`src/rtl/register_file_mp.sv`:
```
// Multi-port register file with two prioritised write ports, same-cycle bypass,
// hardwired-zero register 0 and a per-register pending scoreboard.
module register_file_mp #(
  parameter int DATA_W = 16,
  parameter int N_REG  = 32,
  parameter int NUM_RD = 2,
  localparam int ADDR_W = $clog2(N_REG)
) (
  input  logic                     clk,
  input  logic                     arst_n,
  input  logic [NUM_RD*ADDR_W-1:0] raddr,
  output logic [NUM_RD*DATA_W-1:0] rdata,
  output logic [NUM_RD-1:0]        rvalid,
  input  logic [1:0]               we,
  input  logic [2*ADDR_W-1:0]      waddr,
  input  logic [2*DATA_W-1:0]      wdata,
  input  logic                     issue_en,
  input  logic [ADDR_W-1:0]        issue_addr,
  output logic [N_REG-1:0]         pending
);

  logic [DATA_W-1:0] r_regs [N_REG];
  logic [N_REG-1:0]  r_pending;

  logic [1:0]        w_we;
  logic [ADDR_W-1:0] w_waddr [2];
  logic [DATA_W-1:0] w_wdata [2];
  logic              w_issue;

  // Writes and issues are suppressed while reset is held, including the bypass path.
  assign w_we       = we & {2{arst_n}};
  assign w_issue    = issue_en & arst_n;
  assign w_waddr[0] = waddr[0 +: ADDR_W];
  assign w_waddr[1] = waddr[ADDR_W +: ADDR_W];
  assign w_wdata[0] = wdata[0 +: DATA_W];
  assign w_wdata[1] = wdata[DATA_W +: DATA_W];

  always_ff @(posedge clk or negedge arst_n) begin
    if (!arst_n) begin
      for (int a = 0; a < N_REG; a++) begin
        r_regs[a] <= '0;
      end
      r_pending <= '0;
    end else begin
      for (int a = 1; a < N_REG; a++) begin
        if (w_we[1] && w_waddr[1] == ADDR_W'(a)) begin
          r_regs[a] <= w_wdata[1];
        end else if (w_we[0] && w_waddr[0] == ADDR_W'(a)) begin
          r_regs[a] <= w_wdata[0];
        end
        // A newly issued producer supersedes the write landing in the same cycle.
        if (w_issue && issue_addr == ADDR_W'(a)) begin
          r_pending[a] <= 1'b1;
        end else if ((w_we[0] && w_waddr[0] == ADDR_W'(a)) ||
                     (w_we[1] && w_waddr[1] == ADDR_W'(a))) begin
          r_pending[a] <= 1'b0;
        end
      end
    end
  end

  assign pending = r_pending;

  genvar k;
  generate
    for (k = 0; k < NUM_RD; k++) begin : g_rd
      logic [ADDR_W-1:0] w_ra;
      logic              w_zero;
      logic              w_hit0;
      logic              w_hit1;

      assign w_ra   = raddr[k*ADDR_W +: ADDR_W];
      assign w_zero = (w_ra == '0);
      assign w_hit0 = w_we[0] && (w_waddr[0] == w_ra);
      assign w_hit1 = w_we[1] && (w_waddr[1] == w_ra);

      assign rdata[k*DATA_W +: DATA_W] = w_zero ? '0 :
                                         w_hit1 ? w_wdata[1] :
                                         w_hit0 ? w_wdata[0] :
                                         r_regs[w_ra];
      assign rvalid[k] = w_zero || w_hit0 || w_hit1 || !r_pending[w_ra];
    end
  endgenerate

endmodule
```
`config.mk`:
```
export PLATFORM = sky130hd
export DESIGN_NAME = register_file_mp
export DESIGN_NICKNAME = d
export VERILOG_FILES = /design/src/rtl/register_file_mp.sv
export SDC_FILE = /design/constraint.sdc
export NUM_CORES = 2
export LEC_CHECK = 0
export CAP_MARGIN = 20
export CORE_MARGIN = 8
export CORE_UTILIZATION = 50
export DETAILED_ROUTE_END_ITERATION = 8
export PLACE_DENSITY_LB_ADDON = 0.12
export SYNTH_ARGS = -nofsm -noshare
export SYNTH_HDL_FRONTEND = slang
export SYNTH_SLANG_ARGS = --single-unit
```
`constraint.sdc`:
```
create_clock -name clk -period 3.3 [get_ports clk]
set_input_delay 0.66 -clock clk [delete_from_list [all_inputs] [get_ports clk]]
set_output_delay 0.66 -clock clk [all_outputs]
set_load 0.01 [all_outputs]
```
**Word-level counts from Yosys, hierarchy flattened**

Cells that the tools add are included.

- Magnitude comparators: 4
- Eq/ne operators: 97
- Muxes and demuxes: 140
- Bitwise logic cells: 4
- Reduce and logical (&&, ||, !) cells: 200

Operators by type and width:

| cell | number |
|---|---|
| $mux W16 | 72 |
| $eq A5 B5 Y1 const B | 48 |
| $bmux W16 S5 | 2 |
| $reduce_bool A2 Y1 | 62 |
| $eq A5 B4 Y1 const B | 24 |
| $logic_and A1 B1 Y1 | 97 |
| $mux W1 | 64 |
| $eq A5 B3 Y1 const B | 12 |
| $logic_or A1 B1 Y1 | 37 |
| $eq A5 B2 Y1 const B | 6 |
| $eq A5 B5 Y1 | 4 |
| $eq A5 B1 Y1 const B | 3 |
| $ge A6 B6 Y1 const B | 2 |
| $lt A5 B6 Y1 const B | 2 |
| $not A5 Y6 | 2 |
| $bmux W1 S5 | 2 |
| $logic_not A5 Y1 | 2 |
| $and A2 B2 Y2 | 1 |
| $logic_not A1 Y1 | 2 |
| $and A1 B1 Y1 | 1 |

- Register bits: 527
- Word-level logic and storage cells: 507

**Logic depth before layout (Yosys ltp)**

- Depth after elaboration: 7
- Gate-level depth with buffers: 10
- Mapped depth without buffers: 5

**Worst setup path after synthesis**

OpenSTA, ideal clock, no wires.

- Path type: in2out
- From: in raddr[0]
- To: out rdata[8]
- Arrival: 2.431 ns
- Required time: 2.640 ns
- Path slack: 0.209 ns
- Stages on the path: 9
- Path buffers: 5
- Cells stage by stage: buf_4 > buf_4 > buf_4 > buf_4 > buf_2 > a221oi_1 > nor3_1 > nor3_1 > o41ai_1

- Longest elaborated chain between the ends: 7
- Elaborated cells on any way between the ends: 12

RTL lines:

| item | line | text |
|---|---|---|
| from (decl) | 11 | `input logic [NUM_RD*ADDR_W-1:0] raddr,` |
| $not A5 Y6 (not written as such) | 80 | `r_regs[w_ra];` |
| $bmux W16 S5 | 80 |  |
| $mux W16 (not written as such) (2 in series) | 80 |  |
| $mux W16 | 79 | `w_hit0 ? w_wdata[0] :` |
| $mux W16 | 78 | `w_hit1 ? w_wdata[1] :` |
| $mux W16 (*) | 77 | `assign rdata[k*DATA_W +: DATA_W] = w_zero ? '0 :` |
| to (decl) | 12 | `output logic [NUM_RD*DATA_W-1:0] rdata,` |

Every way passes the cells marked *; elsewhere a longest branch is shown, timed or not. The select of a mux whose other input is x is not followed.

**Final worst setup path**

- From: reg r_pending[15], in the netlist pending[15]
- To: out rvalid[0]

- Longest elaborated chain between the ends: 4

RTL lines:

| item | line | text |
|---|---|---|
| from (decl) | 23 | `logic [N_REG-1:0] r_pending;` |
| from (signal assigned) | 43 | `r_pending <= '0;` |
| from (signal, indexed assignment) | 53 | `r_pending[a] <= 1'b1;` |
| from (signal, indexed assignment) | 56 | `r_pending[a] <= 1'b0;` |
| $bmux W1 S5 | 81 | `assign rvalid[k] = w_zero \|\| w_hit0 \|\| w_hit1 \|\| !r_pending[w_ra];` |
| $mux W1 (not written as such) | 81 |  |
| $logic_not A1 Y1 | 81 |  |
| $logic_or A1 B1 Y1 | 81 |  |
| to (decl) | 13 | `output logic [NUM_RD-1:0] rvalid,` |

Every way passes these cells. The select of a mux whose other input is x is not followed.

==> summary.txt <==
Floorplanning
  • Initial Util: 50.34%
  • DIE AREA: 77460 um2
  • Die H: 278.3 um
  • Die width: 278.3 um
  • Site Rows: 96
  • Io pins: 128
  • Core area: just under 70000 um2

Clock network
  • Root Driver: clkbuf_16
  • Clock Sinks: about 530
  • Hold buffers post-CTS: 0
  • Max H-tree Level: 2
  • CTS clk-pin slew, worst paths: roughly 60 ps
  • Bufs on Longest Clock Path: 3
  • Worst skew pair latency: between 600 and 700 ps
  • CTS tree: yes
  • CTS buffer count: just over 60

Critical path
  • Crit-path max cell delay: around 560 ps
  • Crit end category: primary output
  • Critical-path maximum fanout: 3
  • Most common cell on crit path: mux4_2
  • Data arrival, critical path: 2670 ps
  • Slowest CP cell: mux4_2
  • Critical Path Source Type: flop
  • Crit Path Category: flop to primary output
  • Worst-path cell chain: mux4_2, mux4_2, nor2_1, a211o_1, buf_6
  • Required @ worst endpoint: roughly 2600 ps

Drt
  • Drt drc: 0
  • DRT iter0 DRCs: slightly above 4000
  • DRT Pass-1 Iters: 6
  • Post-Route WL: 150600 um
  • Antenna Violating Nets Remaining: 0
  • DR vias/cell: 6.669
  • Via Count: 31980
  • DR WL/cell: approximately 31 um

Logic synthesis
  • Post-synth top area share: 38.33%
  • Post-synthesis cell type count: 52
  • Synthesis Warnings: 17
  • Post-Synthesis Net Count: about 3700
  • Post-synth top area cell: dfrtp_1
  • Synthesized area per cell: roughly 9.6 um2
  • Sequential fraction of the synthesis area: between 30% and 40%
  • Ys async rst share: 100.0%
  • Post-Syn Area: 34410 um2
  • Flop and latch count out of synthesis: between 500 and 600
  • Syn Inst Count: 3602
  • Post-synth EDFFs: 0
  • Dominant cells by area after synthesis: dfrtp_1 38%, mux2i_1 22%, mux4_2 5.2%
  • Most frequent cells after synthesis: 748 x mux2i_1, 527 x dfrtp_1, 379 x nand2_1
  • Ys flop type: dfrtp_1
  • Count leader, synth: mux2i_1

Placed design
  • Buffers on Ports: 126
  • Final GP Congestion: between 1 and 1.5
  • DP HPWL: ~100000 um
  • Placed Area: 39760 um2

Run status
  • Status: finished, violations left
  • Failing checks: setup timing

Cells and area
  • FILL cells: between 5000 and 6000
  • Multi-input gate area: between 20000 and 25000 um2
  • Layout cells sized above 1: 26.15%
  • Sequential cell area: 13190 um2
  • Final Instance Area: 43470 um2
  • Total Nets Final: 3925
  • Synthesis-to-layout area growth: 26.36%

STA
  • Setup violators final: 4
  • Final min period: 3328 ps
  • RSZ-0062 raised after global routing: yes
  • Worst-margin pin slew: ~1300 ps
  • Rel. slew slack: ~14%
  • Slew Limit Fails: 0
  • Final Hold Violating Endpoints: 0
  • Achievable clock frequency: about 300 MHz
  • Final Cycle Share: 100.8%
  • Worst Hold Slack: around 150 ps
  • Worst Skew: 0 ps
  • PnR worst setup slack: -27.97 ps

GRT
  • Tot GR Track Use: 37.76%
  • Global-route wire length before repair: 218100 um
  • Total grt overflow: 0
  • Largest net degree at the start of global routing: between 150 and 200
  • Vias in the first global route: 31110
  • Initial antenna violation count: 3

Job
  • Max Cap Viol: 0

Pwr
  • Leak: around 19 nW
  • Pwr dens: 534.0 nW/um2
  • Peak VDD IR: 0.4988 mV

Min path
  • Hold Path Class: input port to async pin
## cell usage in the layout, fill, tap and decap left out, types with 32 or more instances in the layout
cell type        netlist  layout
nor3_2                 0      41
nor2_1               233     214
nor2b_1               45      35
clkdlybuf4s50_1        0      61
clkbuf_16              0      63
mux2i_1              748     748
buf_2                 66      40
o22ai_1              156     136
buf_4                 46     359
nor3_1               138      92
mux4_2                80      80
mux2_2                90      88
a221oi_1              32      32
a21oi_1              166     164
o21ai_0              353     350
dfrtp_1              527     525
buf_12                 0     106
nand2_1              379     377
## metal layers
metal | track usage [%] | vias to the layer above | routed length [um]
met3 | 9.791 | 414 | 16550
li1 | - | 13620 | -
met4 | 20.25 | 0 | 9081
met2 | 55.05 | 1993 | 64270
met5 | 0 | - | 0
met1 | 51.23 | 15960 | 60700
## through the flow
stage / worst slack, ps / TNS, ps / std cells / utilization (%) / power (mW)
floorplan: 209.0 / 0 / 3602 / - / 12.53
global placement: -989.7 / -22420 / 4651 / 58.17 / 14.91
detailed placement: -992.1 / -22860 / 4651 / 58.17 / 15.19
CTS: -25.26 / -25.26 / 4782 / 62.97 / 22.95
global route: -53.93 / -137.2 / 4794 / 63.60 / 24.09
finish: -27.97 / -62.06 / 4796 / 63.61 / 23.22
## registers in the layout, summed over array words and instances, names as in the netlist
register and cells:
pending 31, r_regs 496
## final cells by class
class / count / area share (%)
diodes: 2 / 0.01151
clock buffers: 93 / 4.369
clock inverters: 19 / 0.7540
inverters: 2 / 0.01727
multi-input cells: 2643 / 47.06
flip-flops and latches: 527 / 30.34
well taps: 882 / 2.538
repair buffers: 628 / 14.91
## power breakdown
part / switching (mW) / leakage [nW] / internal, mW
sequential: 1.33 / 6.70 / 7.96
clock: 2.91 / 1.11 / 4.63
combinational: 3.25 / 10.8 / 3.13
total: 7.49 / 18.6 / 15.7
## kinds of logic after synthesis
group | count (synthesis) | synth area share (%)
compound gates | 830 | 14.29
xor+xnor | 18 | 0.4582
flops | 527 | 38.33
mux | 918 | 29.94
other cells | 1 | 0.01090
simple gates | 876 | 11.32
buf+inv | 432 | 5.651
## worst max-delay path, delay by kind of cell (launching register included)
kind | cells | cell delay (ps)
multiplexers | 2 | 1060
AND/OR/NAND/NOR | 1 | 100
buffers and inverters | 1 | 160
AO/OA/AOI/OAI | 1 | 290
flip-flops | 1 | 400
## worst paths after layout
check                           slack, ps                      end  depth (start not counted)                    start
worst max-delay path                  -30                rvalid[0]                          5  pending[15]$_DFFE_PN0P_
worst min-delay path                  150  r_regs[456]$_DFFE_PN0P_                          3                   arst_n
worst max register to register       2310  r_regs[381]$_DFFE_PN0P_                          4  r_regs[381]$_DFFE_PN0P_
worst min register to register        540  r_regs[312]$_DFFE_PN0P_                          2  r_regs[312]$_DFFE_PN0P_
max in group asynchronous             850  r_regs[236]$_DFFE_PN0P_                          4                   arst_n
min in group clk                      470  r_regs[140]$_DFFE_PN0P_                          3                wdata[12]
## repair_timing
item	CTS	global route
pin swaps	34	22
cloned	4	0
setup endpoints to repair	34	31
gates resized for setup	317	82
buffers inserted	21	14
Note: power is estimated with default switching activity, not from simulation.
